--- src/rtl/lsu_pkg.sv ---
// lsu_pkg: shared constants and access-type encoding for the load/store unit.
package lsu_pkg;
    localparam logic [31:0] UART_BASE_DEF = 32'h8000_0000;
    localparam logic [1:0]  REG_TXDATA    = 2'd0;
    localparam logic [1:0]  REG_RXDATA    = 2'd1;
    localparam logic [1:0]  REG_STATUS    = 2'd2;
    localparam logic [1:0]  REG_CTRL      = 2'd3;
    localparam int          ST_TX_FULL    = 0;
    localparam int          ST_TX_EMPTY   = 1;
    localparam int          ST_RX_FULL    = 2;
    localparam int          ST_RX_EMPTY   = 3;
    localparam int          ST_RX_OVF     = 4;
    // {is_store, funct3}: loads and stores share funct3 codes, so the store bit keeps members unique
    typedef enum logic [3:0] {
        LB  = 4'b0000,
        LH  = 4'b0001,
        LW  = 4'b0010,
        LBU = 4'b0100,
        LHU = 4'b0101,
        SB  = 4'b1000,
        SH  = 4'b1001,
        SW  = 4'b1010
    } ls_op_e;
endpackage

--- src/rtl/lsu_mmio_if.sv ---
// lsu_mmio_if: MEM-stage request/response bus between the pipeline and the load/store unit.
interface lsu_mmio_if;
    logic        rd_en;
    logic        wr_en;
    logic [2:0]  funct3;
    logic [31:0] addr;
    logic [31:0] wr_data;
    logic [31:0] rdata;
    logic        stall;
    modport master (output rd_en, wr_en, funct3, addr, wr_data, input rdata, stall);
    modport slave  (input rd_en, wr_en, funct3, addr, wr_data, output rdata, stall);
endinterface

--- src/rtl/sync_fifo.sv ---
// sync_fifo: circular-buffer FIFO with an extra pointer bit to tell full from empty.
module sync_fifo #(
    parameter int WIDTH = 8,
    parameter int DEPTH = 8
) (
    input  logic             clk,
    input  logic             rst,
    input  logic             push,
    input  logic             pop,
    input  logic [WIDTH-1:0] din,
    output logic [WIDTH-1:0] dout,
    output logic             full,
    output logic             empty
);
    localparam int AW = $clog2(DEPTH);
    logic [WIDTH-1:0] mem_q [DEPTH];
    logic [AW:0]      wp_q, wp_d, rp_q, rp_d;
    always_comb begin
        wp_d = wp_q + (AW+1)'(push);
        rp_d = rp_q + (AW+1)'(pop);
    end
    always_ff @(posedge clk) begin
        if (rst) begin
            wp_q <= '0;
            rp_q <= '0;
        end else begin
            wp_q <= wp_d;
            rp_q <= rp_d;
        end
    end
    always_ff @(posedge clk)
        if (push) mem_q[wp_q[AW-1:0]] <= din;
    assign full  = (wp_q[AW] != rp_q[AW]) && (wp_q[AW-1:0] == rp_q[AW-1:0]);
    assign empty = wp_q == rp_q;
    assign dout  = mem_q[rp_q[AW-1:0]];
endmodule

--- src/rtl/lsu_mmio.sv ---
// lsu_mmio: MEM-stage load/store unit steering accesses to data memory (with lane handling)
// or to per-channel memory-mapped UART TX/RX FIFOs.
module lsu_mmio
    import lsu_pkg::*;
#(
    parameter int          N_UART     = 2,
    parameter int          FIFO_DEPTH = 8,
    parameter logic [31:0] UART_BASE  = UART_BASE_DEF
) (
    input  logic                clk,
    input  logic                rst,
    lsu_mmio_if.slave           bus,
    output logic                mem_rd_en,
    output logic                mem_wr_en,
    output logic [31:0]         mem_addr,
    output logic [31:0]         mem_wr_data,
    output logic [3:0]          mem_byte_en,
    input  logic [31:0]         mem_rdata,
    input  logic [N_UART-1:0]   uart_rx_valid,
    input  logic [8*N_UART-1:0] uart_rx_data,
    input  logic [N_UART-1:0]   uart_tx_ready,
    output logic [N_UART-1:0]   uart_tx_en,
    output logic [8*N_UART-1:0] uart_tx_data
);
    logic                     is_uart;
    logic [5:0]               uart_sel;
    logic [3:0]               ch;
    logic [1:0]               rsel;
    ls_op_e                   op;
    logic [7:0]               ld_byte;
    logic [15:0]              ld_half;
    logic [3:0]               be;
    logic [31:0]              mem_load, uart_load;
    logic [N_UART-1:0]        stall_v;
    logic [N_UART-1:0][31:0]  rd_word;

    assign is_uart  = bus.addr[31];
    assign uart_sel = bus.addr[7:2] - UART_BASE[7:2];
    assign ch       = uart_sel[5:2];
    assign rsel     = uart_sel[1:0];
    assign op       = ls_op_e'({bus.wr_en, bus.funct3});
    assign ld_byte  = 8'(mem_rdata >> {bus.addr[1:0], 3'b000});
    assign ld_half  = bus.addr[1] ? mem_rdata[31:16] : mem_rdata[15:0];
    assign mem_addr = {bus.addr[31:2], 2'b00};

    always_comb begin
        mem_load    = '0;
        be          = '0;
        mem_wr_data = bus.wr_data;
        case (op)
            LB:  mem_load = {{24{ld_byte[7]}}, ld_byte};
            LBU: mem_load = {24'b0, ld_byte};
            LH:  mem_load = {{16{ld_half[15]}}, ld_half};
            LHU: mem_load = {16'b0, ld_half};
            LW:  mem_load = mem_rdata;
            SB: begin
                be          = 4'b0001 << bus.addr[1:0];
                mem_wr_data = {4{bus.wr_data[7:0]}};
            end
            SH: begin
                be          = bus.addr[1] ? 4'b1100 : 4'b0011;
                mem_wr_data = {2{bus.wr_data[15:0]}};
            end
            SW:  be = 4'hF;
            default: ;
        endcase
        uart_load = '0;
        for (int k = 0; k < N_UART; k++) uart_load |= rd_word[k];
    end

    assign mem_rd_en   = bus.rd_en && !is_uart;
    assign mem_wr_en   = bus.wr_en && !is_uart && |be;
    assign mem_byte_en = is_uart ? 4'b0 : be;
    assign bus.rdata   = !bus.rd_en ? '0 : is_uart ? uart_load : mem_load;
    assign bus.stall   = |stall_v;

    for (genvar i = 0; i < N_UART; i++) begin : g_ch
        logic        hit, tx_full, tx_empty, rx_full, rx_empty;
        logic        tx_push, rx_push, rx_pop, ovf_set, ovf_clr, ovf_q, ovf_d;
        logic [7:0]  rx_head;
        logic [31:0] status;
        assign hit       = is_uart && ch == 4'(i);
        assign tx_push   = bus.wr_en && hit && rsel == REG_TXDATA && !tx_full;
        assign rx_pop    = bus.rd_en && hit && rsel == REG_RXDATA && !rx_empty;
        // a same-cycle pop frees the slot, so a full FIFO still accepts the byte
        assign rx_push   = uart_rx_valid[i] && (!rx_full || rx_pop);
        assign ovf_set   = uart_rx_valid[i] && rx_full && !rx_pop;
        assign ovf_clr   = bus.wr_en && hit && rsel == REG_CTRL && bus.wr_data[0];
        assign stall_v[i]    = bus.wr_en && hit && rsel == REG_TXDATA && tx_full;
        assign uart_tx_en[i] = !tx_empty && uart_tx_ready[i];
        always_comb begin
            ovf_d               = (ovf_q && !ovf_clr) || ovf_set;
            status              = '0;
            status[ST_TX_FULL]  = tx_full;
            status[ST_TX_EMPTY] = tx_empty;
            status[ST_RX_FULL]  = rx_full;
            status[ST_RX_EMPTY] = rx_empty;
            status[ST_RX_OVF]   = ovf_q;
        end
        always_ff @(posedge clk) ovf_q <= rst ? 1'b0 : ovf_d;
        assign rd_word[i] = !hit ? '0 :
                            rsel == REG_RXDATA ? {24'b0, rx_empty ? 8'h00 : rx_head} :
                            rsel == REG_STATUS ? status : '0;
        sync_fifo #(.WIDTH(8), .DEPTH(FIFO_DEPTH)) u_tx (
            .clk(clk), .rst(rst), .push(tx_push), .pop(uart_tx_en[i]),
            .din(bus.wr_data[7:0]), .dout(uart_tx_data[8*i +: 8]),
            .full(tx_full), .empty(tx_empty)
        );
        sync_fifo #(.WIDTH(8), .DEPTH(FIFO_DEPTH)) u_rx (
            .clk(clk), .rst(rst), .push(rx_push), .pop(rx_pop),
            .din(uart_rx_data[8*i +: 8]), .dout(rx_head),
            .full(rx_full), .empty(rx_empty)
        );
    end
endmodule

--- src/flat_wrapper.sv ---
// flat-port wrapper written by rule: the top's interface ports become plain ports
module lsu_mmio_flat import lsu_pkg::*;
#(
    parameter int          N_UART     = 2,
    parameter int          FIFO_DEPTH = 8,
    parameter logic [31:0] UART_BASE  = UART_BASE_DEF
)
  (clk, rst, mem_rd_en, mem_wr_en, mem_addr, mem_wr_data, mem_byte_en, mem_rdata, uart_rx_valid, uart_rx_data, uart_tx_ready, uart_tx_en, uart_tx_data, bus_rd_en, bus_wr_en, bus_funct3, bus_addr, bus_wr_data, bus_rdata, bus_stall);
  lsu_mmio_if bus_i ();
  input  logic clk;
  input  logic rst;
  output logic mem_rd_en;
  output logic mem_wr_en;
  output logic [31:0] mem_addr;
  output logic [31:0] mem_wr_data;
  output logic [3:0] mem_byte_en;
  input  logic [31:0] mem_rdata;
  input  logic [N_UART-1:0] uart_rx_valid;
  input  logic [8*N_UART-1:0] uart_rx_data;
  input  logic [N_UART-1:0] uart_tx_ready;
  output logic [N_UART-1:0] uart_tx_en;
  output logic [8*N_UART-1:0] uart_tx_data;
  input wire logic [$bits(bus_i.rd_en)-1:0] bus_rd_en;
  input wire logic [$bits(bus_i.wr_en)-1:0] bus_wr_en;
  input wire logic [$bits(bus_i.funct3)-1:0] bus_funct3;
  input wire logic [$bits(bus_i.addr)-1:0] bus_addr;
  input wire logic [$bits(bus_i.wr_data)-1:0] bus_wr_data;
  output wire logic [$bits(bus_i.rdata)-1:0] bus_rdata;
  output wire logic [$bits(bus_i.stall)-1:0] bus_stall;
  assign bus_i.rd_en = bus_rd_en;
  assign bus_i.wr_en = bus_wr_en;
  assign bus_i.funct3 = bus_funct3;
  assign bus_i.addr = bus_addr;
  assign bus_i.wr_data = bus_wr_data;
  assign bus_rdata = bus_i.rdata;
  assign bus_stall = bus_i.stall;
  lsu_mmio #(.N_UART(N_UART), .FIFO_DEPTH(FIFO_DEPTH), .UART_BASE(UART_BASE)) u_core (.clk(clk), .rst(rst), .bus(bus_i), .mem_rd_en(mem_rd_en), .mem_wr_en(mem_wr_en), .mem_addr(mem_addr), .mem_wr_data(mem_wr_data), .mem_byte_en(mem_byte_en), .mem_rdata(mem_rdata), .uart_rx_valid(uart_rx_valid), .uart_rx_data(uart_rx_data), .uart_tx_ready(uart_tx_ready), .uart_tx_en(uart_tx_en), .uart_tx_data(uart_tx_data));
endmodule
--- config.mk ---
export PLATFORM = sky130hd
export DESIGN_NAME = lsu_mmio_flat
export DESIGN_NICKNAME = d
export VERILOG_FILES = /design/src/rtl/lsu_pkg.sv /design/src/rtl/lsu_mmio_if.sv /design/src/rtl/sync_fifo.sv /design/src/rtl/lsu_mmio.sv /design/src/flat_wrapper.sv
export SDC_FILE = /design/constraint.sdc
export NUM_CORES = 1
export LEC_CHECK = 0
export CORE_AREA = 2 2 159 161
export CTS_CLUSTER_DIAMETER = 120
export DETAILED_ROUTE_END_ITERATION = 7
export DIE_AREA = 0 0 161 163
export HOLD_SLACK_MARGIN = 0.05
export PLACE_DENSITY = 0.82
export RECOVER_POWER = 25
export SYNTH_ARGS = -nofsm -noshare
export SYNTH_HDL_FRONTEND = slang
export SYNTH_SLANG_ARGS = --single-unit
--- constraint.sdc ---
create_clock -name clk -period 6.35 [get_ports clk]
set_clock_uncertainty 0.05 [all_clocks]
set_input_delay 0.635 -clock clk [delete_from_list [all_inputs] [get_ports clk]]
set_output_delay 0.635 -clock clk [all_outputs]
set_load 0.02 [all_outputs]
==> impl_results.md, run 1 <==
- Outcome: finished clean
- Most frequent CP cell: clkdlybuf4s50_1
- Total GRT Usage: 0.2227
- Portion of total power attributed to combinational logic: 0.076
- Initial drt markers: 699
- Share of post-route cells with drive strength above 1: 0.1649
- Clock share of power: 0.402
- Core footprint: 24670 um^2
- Cts bufs inserted: 28
- Largest delay share family, worst path: buffers and inverters
- Worst Hold Class: flip-flop to flip-flop
- Initial Utilization: 0.5360
- CP Data Arrival Time: 3.81 ns
- Global route overflow: 0
- Reg power frac: 0.522
- Routed Antenna Nets: 0
- Final nets: 1160
- Lkg Pwr: 0.005224 uW
- Final period util: 0.7076
- Setup slack, reg-to-reg: 3.07 ns
- Worst-path fanout max: 14
- DP Area: 15180 um^2
- Final hold viol count: 0
- Setup TNS: 0 ns
- Synthesized area: 13230 um^2
- Dpl hpwl: 20.48 mm
- Vias in the first global route: 7813
- Worst VDD drop: 0.0002142 V
- Slowest cell delay on critical path: 0.84 ns
- Routed vias: 7942
- Final core occ: 0.6520
- Worst Hold Path EP: u_core.g_ch[0].ovf_q
- Cell row count: 58
- Pre-antenna DRT Iters: 5
- R2R Path Start: u_core.g_ch[1].u_tx.rp_q[1]
- Gate Count Post-Synth: 868
- Hold Slack: 0.4466 ns
- CP Cell Sequence: clkdlybuf4s50_1 > or4b_4 > nor2_1 > nand2_1 > o311ai_0 > a2bb2oi_1 > clkdlybuf4s50_1
- Power Density: 250.8 nW/um^2
- Max Buffers Root-to-Sink: 3
- Reg2reg path depth: 5
- Critical Path RT: 5.66 ns
- CTS root buf: clkbuf_16
- Vias per Instance: 5.784
- Largest net degree at the start of global routing: 35
- # resized after CTS: 0
- IO Port Bufs: 195
- Post-synth EDFFs: 256
- Final worst path period need: 4.493 ns
- Count of final setup violators: 0
- Worst r2r dst: u_core.g_ch[1].u_tx.mem_q[0][0]
- Clock sink count: 290
- Chip height: 163 um
- P&R area growth vs syn: 21.65%
- Fin cells: 1373
- Antenna violations before repair: 0
- Hold Buf Count CTS: 0
- CP endpoint kind: output pin
- Setup bufs post-CTS: 0
- RSZ-0062 raised after global routing: false
- Die Area: 26240 um^2
- GP Congestion: 0.9542
- Ports: 244
- Max-cap violations: 0
- Cell-internal power: 3194 uW
- Post-layout instance area: 16090 um^2
- Sw Ratio: 0.2086
- Seq/Total Area, Yosys: 0.6327
- Synthesized flop and latch total: 290
- Slew @ Worst Pin: 1.220 ns
- Slew Viols, Final: 0
- Wire per inst: 21.77 um
- Max_slew headroom: 0.1803
- Net Sw Power: 841.7 uW
- Routed WL: 29.89 mm
- Worst-path clk slew: 0.06 ns
- FMAX: 222.6 MHz
- Critical path buffers and inverters: 2
- Die X: 161 um
- Startpoint type of the worst setup path: primary input
- Min-Delay Path Depth: 2
- Syn Area/Cell: 15.24 um^2
- First-pass GRT wire length: 44.69 mm
- Placed cell count: 1321
- DRC Markers: 0
- Slowest-stage cell, CP: clkdlybuf4s50_1
- # H-tree levels: 1
- Async SR Flop Fraction: 0
- Antenna Cells: 0
- CTS tree: done
- Top_reg_cell synth: edfxtp_1
- Yosys warns: 0
- Worst-Skew Late Latency: 0.53 ns
- Hold_sp: u_core.g_ch[0].ovf_q
- Type of the worst setup path: primary input to output pin
- Distinct cell type count after synthesis: 58
layer usage:
metal,vias to the layer above,wire [um],GRT usage
li1,3605,-,-
met1,4001,12410,0.3032
met2,267,15170,0.3773
met3,69,1333,0.02827
met4,0,976,0.07224
met5,-,0,0
synth_stat cells (all sizes together), types with 9 or more instances:
master  count  share of area
xnor2      17          0.011
nor2       88          0.025
buf        62          0.033
nand2b     18         0.0085
edfxtp    256           0.58
mux2i      27          0.020
ha         16          0.015
nor2b      21         0.0099
nor3       19         0.0076
xor2       15         0.0099
nand3      10         0.0038
dfxtp      34          0.051
nand2      41          0.012
clkbuf     24         0.0068
a21oi      43          0.020
a22oi       9         0.0051
mux2       34          0.029
mux4       65           0.11
power groups by stage:
stage	clock network, uW	registers [uW]	logic (uW)
final	1620	2110	305
after detailed placement	0	2150	305
after global placement	0	2150	301
after floorplan	0	2140	164
after global routing	1720	2110	324
after CTS	1650	2110	308
cell families after synthesis:
group,share of synthesized area
AOI/OAI and AO/OA,0.04901
adders and majority gates,0.01514
muxes,0.1601
and+or+nand+nor,0.08070
other,0.0002835
DFF,0.6327
xor gates and xnor gates,0.02119
buffers and inverters,0.04087
flip-flops by register name, indices dropped and copies added (netlist names):
signal / cells
u_core.g_ch.u_rx.mem_q: 128
u_core.g_ch.u_tx.rp_q: 8
u_core.g_ch.ovf_q: 2
u_core.g_ch.u_tx.mem_q: 128
u_core.g_ch.u_rx.rp_q: 8
u_core.g_ch.u_tx.wp_q: 8
u_core.g_ch.u_rx.wp_q: 8
placed cells by master, fill, tap and decap left out, types with 3 or more instances in the layout:
cell and instances:
clkinv_2 7, mux2_2 34, nor2b_1 21, xor2_1 15, nand2b_1 18, nand3_1 10, dlygate4sd3_1 19, dfxtp_1 34
o221ai_1 5, nor3_1 15, mux4_2 65, mux2i_1 27, o21ai_0 7, a22oi_1 9, a21oi_2 9, clkbuf_16 29
nand4_1 3, o41ai_1 3, clkbuf_8 3, o21a_1 3, ha_1 16, clkbuf_1 10, buf_4 10, and2_1 5
edfxtp_1 256, nor2_1 87, nand2_1 41, a21oi_1 33, clkdlybuf4s50_1 176, a2bb2oi_1 5, xnor2_1 17, nor3_2 4
inv_1 4
tightest hold or removal path, delay by kind of cell (launching register included):
kind,cells,cell delay [ns]
DFF,1,0.31
AOI/OAI and AO/OA,2,0.14
layout make-up:
| cell class | instances | area (um^2) |
|---|---|---|
| clock buffer | 39 | 793.3 |
| sequential | 290 | 8368 |
| clock inverter | 13 | 122.6 |
| timing repair buffer | 208 | 2038 |
| multi-input combinational | 489 | 4338 |
| fill | 1731 | 8586 |
| tap | 330 | 412.9 |
| inverter | 4 | 15.01 |
worst max path at each step:
stage / start / depth (start not counted) / slack (ns) / to
floorplan: bus_addr[5] / 5 / 3.38 / bus_rdata[0]
global placement: bus_addr[1] / 7 / 2.03 / bus_rdata[20]
detailed placement: bus_addr[31] / 7 / 1.89 / bus_rdata[4]
CTS: u_core.g_ch[0].u_tx.rp_q[1] / 5 / 1.90 / bus_rdata[0]
global route: bus_addr[31] / 7 / 1.70 / bus_rdata[4]
finish: bus_addr[31] / 7 / 1.86 / bus_rdata[4]
stage by stage:
stage                     setup slack [ns]  power, uW
final                                1.857       4035
after global routing                 1.698       4157
after CTS                            1.895       4061
after detailed placement             1.893       2453
after global placement               2.031       2446
after floorplan                      3.382       2308
Note: power is estimated with default switching activity, not from simulation.
==> run 2: changes to the inputs <==
Settings changed: CORE_AREA 2 2 159 161 to 2 2 161 163, DIE_AREA 0 0 161 163 to 0 0 163 165, PLACE_DENSITY 0.82 to 0.8.
Clock period 6.35 ns to 4.4 ns, I/O delays scaled along.
==> run 2 against run 1 <==
Clock-buffer cell count shrank 5. Non-clock buffer count grew 28. Largest power group unchanged. Final cell count grew 2.1%. Sequential power grew 44%.
==> impl_results.md, run 2 (synthesized netlist as in run 1, its figures left out) <==
- Outcome: finished clean
- Initial drt markers: 684
- Die X: 163 um
- CTS tree: done
- Max_slew headroom: 0.3679
- GP Congestion: 0.8927
- Worst-path fanout max: 15
- Max-cap violations: 0
- First-pass GRT wire length: 44.58 mm
- Routed WL: 30.10 mm
- Total GRT Usage: 0.2193
- Type of the worst setup path: primary input to output pin
- Post-layout instance area: 16240 um^2
- Worst Hold Class: flip-flop to flip-flop
- Count of final setup violators: 0
- Hold_sp: u_core.g_ch[0].ovf_q
- Die Area: 26900 um^2
- CP Data Arrival Time: 3.42 ns
- Worst-path clk slew: 0.06 ns
- Slew Viols, Final: 0
- Most frequent CP cell: clkdlybuf4s50_1
- CP Cell Sequence: clkdlybuf4s50_1 > nand2b_1 > a21oi_1 > nor2_1 > o41ai_1 > o31a_1 > clkdlybuf4s50_1
- Most common cell after layout, fill and taps aside: edfxtp_1
- Clock sink count: 290
- Cell row count: 58
- Antenna violations before repair: 1
- Pre-antenna DRT Iters: 5
- IO Port Bufs: 195
- Final nets: 1189
- RSZ-0062 raised after global routing: false
- CP endpoint kind: output pin
- Worst VDD drop: 0.0003363 V
- Max Buffers Root-to-Sink: 3
- Routed vias: 8033
- Final hold viol count: 0
- Routed Antenna Nets: 0
- Commonest non-fill, non-tap cells in the layout: edfxtp_1 (256), clkdlybuf4s50_1 (177), nor2_1 (87)
- Cts bufs inserted: 29
- Antenna Cells: 0
- Critical Path RT: 3.91 ns
- Dpl hpwl: 21.31 mm
- Slowest-stage cell, CP: clkdlybuf4s50_1
- Lkg Pwr: 0.005333 uW
- R2R Path Start: u_core.g_ch[0].u_rx.rp_q[2]
- Slew @ Worst Pin: 0.9468 ns
- Placed cell count: 1349
- Ports: 244
- Chip height: 165 um
- Worst-Skew Late Latency: 0.54 ns
- # H-tree levels: 1
- CTS root buf: clkbuf_16
- Share of post-route cells with drive strength above 1: 0.1838
- Setup bufs post-CTS: 0
- P&R area growth vs syn: 22.82%
- DP Area: 15380 um^2
- Global route overflow: 0
- Power Density: 353.3 nW/um^2
- Core footprint: 25040 um^2
- FILL cells: 1779
- Largest net degree at the start of global routing: 35
- # resized after CTS: 0
- DRC Markers: 0
- Slowest cell delay on critical path: 0.72 ns
- Setup TNS: 0 ns
- Worst Setup SP: bus_funct3[0]
- FMAX: 255.4 MHz
- Initial Utilization: 0.5282
- Wire per inst: 21.47 um
- Vias per Instance: 5.730
- Startpoint type of the worst setup path: primary input
- Final period util: 0.8898
- Vias in the first global route: 7784
- Final worst path period need: 3.915 ns
- Final core occ: 0.6488
- Hold Buf Count CTS: 0
- Fin cells: 1402
run 2: cell types whose count changed in the layout (fill, tap and decap cells not counted), sizes merged, moves of 2 or more:
| cell | previous run | this run |
|---|---|---|
| clkbuf | 42 | 38 |
| clkinv | 10 | 13 |
| inv | 5 | 7 |
| buf | 10 | 37 |
| clkinvlp | 0 | 2 |
run 2: path summary, 6_finish.rpt:
check	cells after the start	to	slack (ns)
setup / recovery	7	bus_rdata[2]	0.49
hold / removal	2	u_core.g_ch[0].ovf_q	0.45
setup reg to reg	5	u_core.g_ch[0].u_rx.mem_q[6][2]	1.55
hold reg to reg	2	u_core.g_ch[0].ovf_q	0.45
run 2: worst max-delay path, delay by kind of cell:
family | cells | cell delay, ns
AND/OR/NAND/NOR | 2 | 0.45
buffers and inverters | 2 | 1.34
AO/OA/AOI/OAI | 3 | 1.19
run 2: per-layer routing:
layer	track usage	routed length, um	vias up
li1	-	-	3665
met1	0.3025	12410	3994
met2	0.3634	15010	299
met3	0.03265	1674	73
met4	0.06919	983	2
met5	0	15	-
run 2: through the flow:
stage               power, uW  hold slack, ns  setup slack (ns)
finish                   5738          0.4478            0.4850
global route             5920          0.4557            0.3122
CTS                      5780          0.4463            0.4589
detailed placement       3547          0.4382            0.5488
global placement         3538          0.4270            0.6915
floorplan                3330          0.4013             1.822
run 2: area by class of cell:
cell class / instances / area [um^2] / area share
clock buffer: 34 / 744.5 / 0.04583
clock inverter: 19 / 135.1 / 0.008319
inverter: 4 / 15.01 / 0.0009244
multi-input combinational: 489 / 4323 / 0.2661
sequential: 290 / 8368 / 0.5152
tap: 330 / 412.9 / 0.02542
timing repair buffer: 236 / 2245 / 0.1382
run 2: report_power, final:
group | switching [uW] | internal (uW) | leakage, uW
combinational | 237 | 211 | 0.00231
clock | 978 | 1270 | 0.000433
sequential | 13.2 | 3030 | 0.00259
